**src/rtl/ram_prog_arbiter.sv**
```systemverilog
// ram_prog_arbiter: shares the CPU RAM port with an external byte loader and sequences programming sessions
module ram_prog_arbiter #(
    parameter int ADDR_W = 4,
    parameter int DATA_W = 8,
    parameter int DEPTH  = 16
) (
    input  logic              clk,
    input  logic              rst,
    input  logic              prog_req,
    input  logic              cpu_boundary,
    input  logic [ADDR_W-1:0] cpu_addr,
    input  logic [DATA_W-1:0] cpu_wdata,
    input  logic              cpu_we,
    output logic [DATA_W-1:0] cpu_rdata,
    input  logic              ext_valid,
    input  logic [DATA_W-1:0] ext_data,
    input  logic              ext_last,
    output logic              ext_ready,
    output logic [ADDR_W-1:0] ram_addr,
    output logic [DATA_W-1:0] ram_wdata,
    output logic              ram_we,
    input  logic [DATA_W-1:0] ram_rdata,
    output logic              cpu_halt,
    output logic              cpu_restart,
    output logic              prog_done,
    output logic              busy,
    output logic              load_trunc
);
    typedef enum logic [2:0] {RUN, DRAIN, LOAD, CLEAR, DONE} state_t;
    localparam logic [ADDR_W-1:0] LAST = ADDR_W'(DEPTH - 1);
    state_t            state_q, state_d;
    logic [ADDR_W-1:0] cnt_q, cnt_d;
    logic              prog_req_q, prog_req_d;
    logic              load_trunc_q, load_trunc_d;
    logic              at_last;
    always_ff @(posedge clk) begin
        if (rst) begin
            state_q      <= RUN;
            cnt_q        <= '0;
            prog_req_q   <= 1'b0;
            load_trunc_q <= 1'b0;
        end else begin
            state_q      <= state_d;
            cnt_q        <= cnt_d;
            prog_req_q   <= prog_req_d;
            load_trunc_q <= load_trunc_d;
        end
    end
    assign at_last = cnt_q == LAST;
    always_comb begin
        state_d      = state_q;
        cnt_d        = cnt_q;
        prog_req_d   = prog_req;
        load_trunc_d = load_trunc_q;
        ram_addr     = cnt_q;
        ram_wdata    = '0;
        ram_we       = 1'b0;
        case (state_q)
            RUN: begin
                ram_addr  = cpu_addr;
                ram_wdata = cpu_wdata;
                ram_we    = cpu_we;
                state_d   = (prog_req && !prog_req_q) ? DRAIN : RUN;
            end
            DRAIN: begin
                ram_addr  = cpu_addr;
                ram_wdata = cpu_wdata;
                ram_we    = cpu_we;
                if (cpu_boundary) begin
                    state_d      = LOAD;
                    cnt_d        = '0;
                    load_trunc_d = 1'b0;
                end
            end
            LOAD: begin
                // loader writes are suppressed while reset is asserted so an aborted session leaves RAM untouched
                ram_wdata = ext_data;
                ram_we    = ext_valid && !rst;
                if (ext_valid) begin
                    if (at_last) begin
                        state_d      = DONE;
                        load_trunc_d = !ext_last;
                    end else begin
                        state_d = ext_last ? CLEAR : LOAD;
                        cnt_d   = cnt_q + 1'b1;
                    end
                end
            end
            CLEAR: begin
                ram_we  = !rst;
                state_d = at_last ? DONE : CLEAR;
                cnt_d   = at_last ? cnt_q : cnt_q + 1'b1;
            end
            DONE:    state_d = RUN;
            default: state_d = RUN;
        endcase
    end
    assign cpu_rdata   = ram_rdata;
    assign ext_ready   = state_q == LOAD;
    assign cpu_halt    = state_q == LOAD || state_q == CLEAR || state_q == DONE;
    assign busy        = state_q != RUN;
    assign cpu_restart = state_q == DONE;
    assign prog_done   = state_q == DONE;
    assign load_trunc  = load_trunc_q;
endmodule

```
**config.mk**
```make
export PLATFORM = sky130hd
export DESIGN_NAME = ram_prog_arbiter
export DESIGN_NICKNAME = d
export VERILOG_FILES = /design/src/rtl/ram_prog_arbiter.sv
export SDC_FILE = /design/constraint.sdc
export NUM_CORES = 1
export LEC_CHECK = 0
export BUFFER_PORTS_ARGS = -buffer_cell sky130_fd_sc_hd__buf_4
export CORE_ASPECT_RATIO = 1.1
export CORE_UTILIZATION = 25
export CTS_BUF_LIST = sky130_fd_sc_hd__clkbuf_2
export DETAILED_ROUTE_END_ITERATION = 12
export GPL_ROUTABILITY_DRIVEN = 0
export HOLD_SLACK_MARGIN = 0.08
export SYNTH_ARGS = -nofsm -noshare
export SYNTH_HDL_FRONTEND = slang
export SYNTH_SLANG_ARGS = --single-unit
```
**constraint.sdc**
```tcl
create_clock -name clk -period 3.2 [get_ports clk]
set_input_delay 0.16 -clock clk [delete_from_list [all_inputs] [get_ports clk]]
set_output_delay 0.16 -clock clk [all_outputs]
set_load 0.02 [all_outputs]
```
==> metrics <==
number of flops mapped to enable cells by yosys=0; first-pass GRT wire length=3240 µm; max-cap viol count=0; die area=between 0.003 and 0.004 mm²; ranking of synthesized cells by area=dfxtp_1 (23%), buf_4 (11%), nor2b_1 (8.6%); TritonCTS clock tree=yes; DIE HEIGHT=61.2 µm; post-CTS setup buffer count=0; DRC Markers=0; clk slew on worst S/H paths=0.10 ns; initial antenna violation count=0; Leak=0.000489 µW; Critical Path, Cell by Cell=nor2b_1 -> a21oi_1 -> nor2_1 -> buf_4; post-route insts no fill=~170; clk_skew=0.00822 ns; Cells after DPL=between 150 and 200; Startpoint Class=register; total clock sinks=9; post-synthesis cell type count=34; total CTS buffers=3; Root Driver=clkbuf_2; Critical Path Fanout Max=21; Sum Neg Setup Slack=0 ns; Iter 0 DRT Violations=22; post-synthesis sequential area ratio=22.6%; post-synthesis compound-gate area fraction=18.2%; Detail Route Antenna Nets=0; critical setup path kind=register to primary output; global route overflow=0; slowest cell delay on critical path=between 0.7 and 0.8 ns; Worst EP arrival=2.00 ns; Core Box Area=0.00305 mm²; port buffer count=45; final HPWL from detailed placement=1520 µm; VDD IR max=0.000130 V; WL/cell=about 12 µm; pwr/cell area=just over 300 mW/mm²; run status=completed; PostCTS Resize Cnt=0; most frequent cell after synthesis=nor2_1; xor/xnor share of the synthesized area=0%; final WL=2010 µm; vias in the first global route=820; drt first pass iters=4; RSZ-0062 raised after global routing=false; Vias=882; H-tree depth=1; max frequency=approximately 460 MHz; share of post-route cells with drive strength above 1=42.8%; Synthesized Nets=142; synth cell count leaders=nor2_1 (15), a21oi_1 (12), buf_4 (12); Gate Count Post-Synth=106; asr flop ratio synth=0%; clock buffer depth=2; clk_lat worst skew=approximately 0.25 ns; Starting Density=between 20% and 30%; Simple-Gate Fraction of Synth Area=approximately a third; endpoints failing setup=0; synthesized area per cell=about 7.5 µm²; pin count of the biggest net entering global routing=22; mux cell area share after synthesis=6.92%; Worst Hold Class=input port to register; max-slew violation count=0; ys flop type=dfxtp_1; CP required=3.04 ns; Hold Violations, Final=0; Vias/cell=5.13; Tcrit/Tclk final=67.4%; register bit total from synthesis=9; Area Growth Syn to Fin=34.3%; Fillers=322; Syn Std Cell Area=796 µm²; IO Pins=62; n_diodes=0; Die Wd=55.8 µm; Final nets=approximately 180; gr usage total=around 12%; Slew @ Worst Pin=0.664 ns; Post-Synth Adder-Cell Area=1.57%; Std-Cell Rows=21; combinational family with the most area after synthesis=simple AND/OR/NAND/NOR gates; most area-hungry cell type in the Yosys netlist=dfxtp_1; Critical-path top delay cell=dfxtp_1; CP Capture Type=primary output; cts hold-fix bufs=0; fin crit period=2.16 ns; Synth Warn #=0; share of the synthesized area in the top cell type=around 23%; slew margin rel.=55.7%
[cell type report]
type                            count  area, µm²  area share [%]
Multi-Input combinational cell     79        484            45.3
Clock buffer                        4       20.0            1.87
Tap cell                           34       42.5            3.98
Sequential cell                     9        180            16.9
Inverter                            1       3.75           0.351
Timing Repair Buffer               45        338            31.6
[logic make-up (layout without fill, tap and decap cells)]
family / count (synthesis) / in the layout
AOI/OAI and AO/OA: 25 / 25
adders and majority gates: 1 / 1
buffers and inverters: 18 / 50
DFF: 9 / 9
muxes: 5 / 5
and+or+nand+nor: 48 / 48
[layer usage]
metal | wire (µm) | vias up | track usage [%]
met1 | 854 | 396 | 13.5
met5 | 0 | - | 0
li1 | - | 423 | -
met3 | 168 | 8 | 2.94
met2 | 936 | 55 | 21.9
met4 | 53 | 0 | 6.07
[per-stage QoR]
step / hold WS, ns / total power [µW] / instance area [µm²] / util [%] / worst slack, ns
2_1_floorplan: 0.261 / 217 / 796 / - / 1.53
3_3_place_gp: 0.320 / 257 / 1050 / 34.4 / 1.44
3_5_place_dp: 0.320 / 259 / 1050 / 34.4 / 1.33
4_1_cts: 0.0889 / 335 / 1070 / 35.1 / 1.03
5_1_grt: 0.0819 / 355 / 1070 / 35.1 / 0.821
6_report: 0.0985 / 332 / 1070 / 35.1 / 1.04
[where the power goes]
group / internal (µW) / switching [µW] / total, µW
Combinational: 67.8 / 62.4 / 130
Clock: 33.2 / 43.3 / 76.4
Sequential: 116 / 9.63 / 125
Total: 217 / 115 / 332
[cells in the final DEF, fill, tap and decap left out, types with 2 or more instances in the layout]
cell,n
a21oi_1,12
buf_4,45
clkbuf_2,4
dfxtp_1,9
mux2_2,4
nand2_1,3
nand2b_1,2
nand3_1,2
nor2_1,15
nor2b_1,11
nor4_1,2
o21ai_0,5
o31ai_1,2
or3_1,3
or3b_2,2
[critical path: cells and delay by family (launching register included)]
kind | cells | cell delay [ns]
DFF | 1 | 0.76
AOI/OAI and AO/OA | 1 | 0.15
buffers and inverters | 1 | 0.16
and+or+nand+nor | 2 | 0.66
[path summary, 6_finish.rpt]
| path | start | slack (ns) | end | depth (start not counted) |
|---|---|---|---|---|
| setup / recovery | state_q[1] | 1.04 | ram_wdata[7] | 4 |
| hold reg to reg | cnt_q[1] | 0.52 | cnt_q[1] | 2 |
| setup reg to reg | state_q[1] | 1.31 | cnt_q[1] | 4 |
| hold / removal | ext_last | 0.1 | load_trunc | 2 |
[flip-flops by register name, summed over array words and instances, names as in the netlist]
signal	count
cnt_q	4
load_trunc	1
prog_req_q	1
state_q	3
Note: power is estimated with default switching activity, not from simulation.
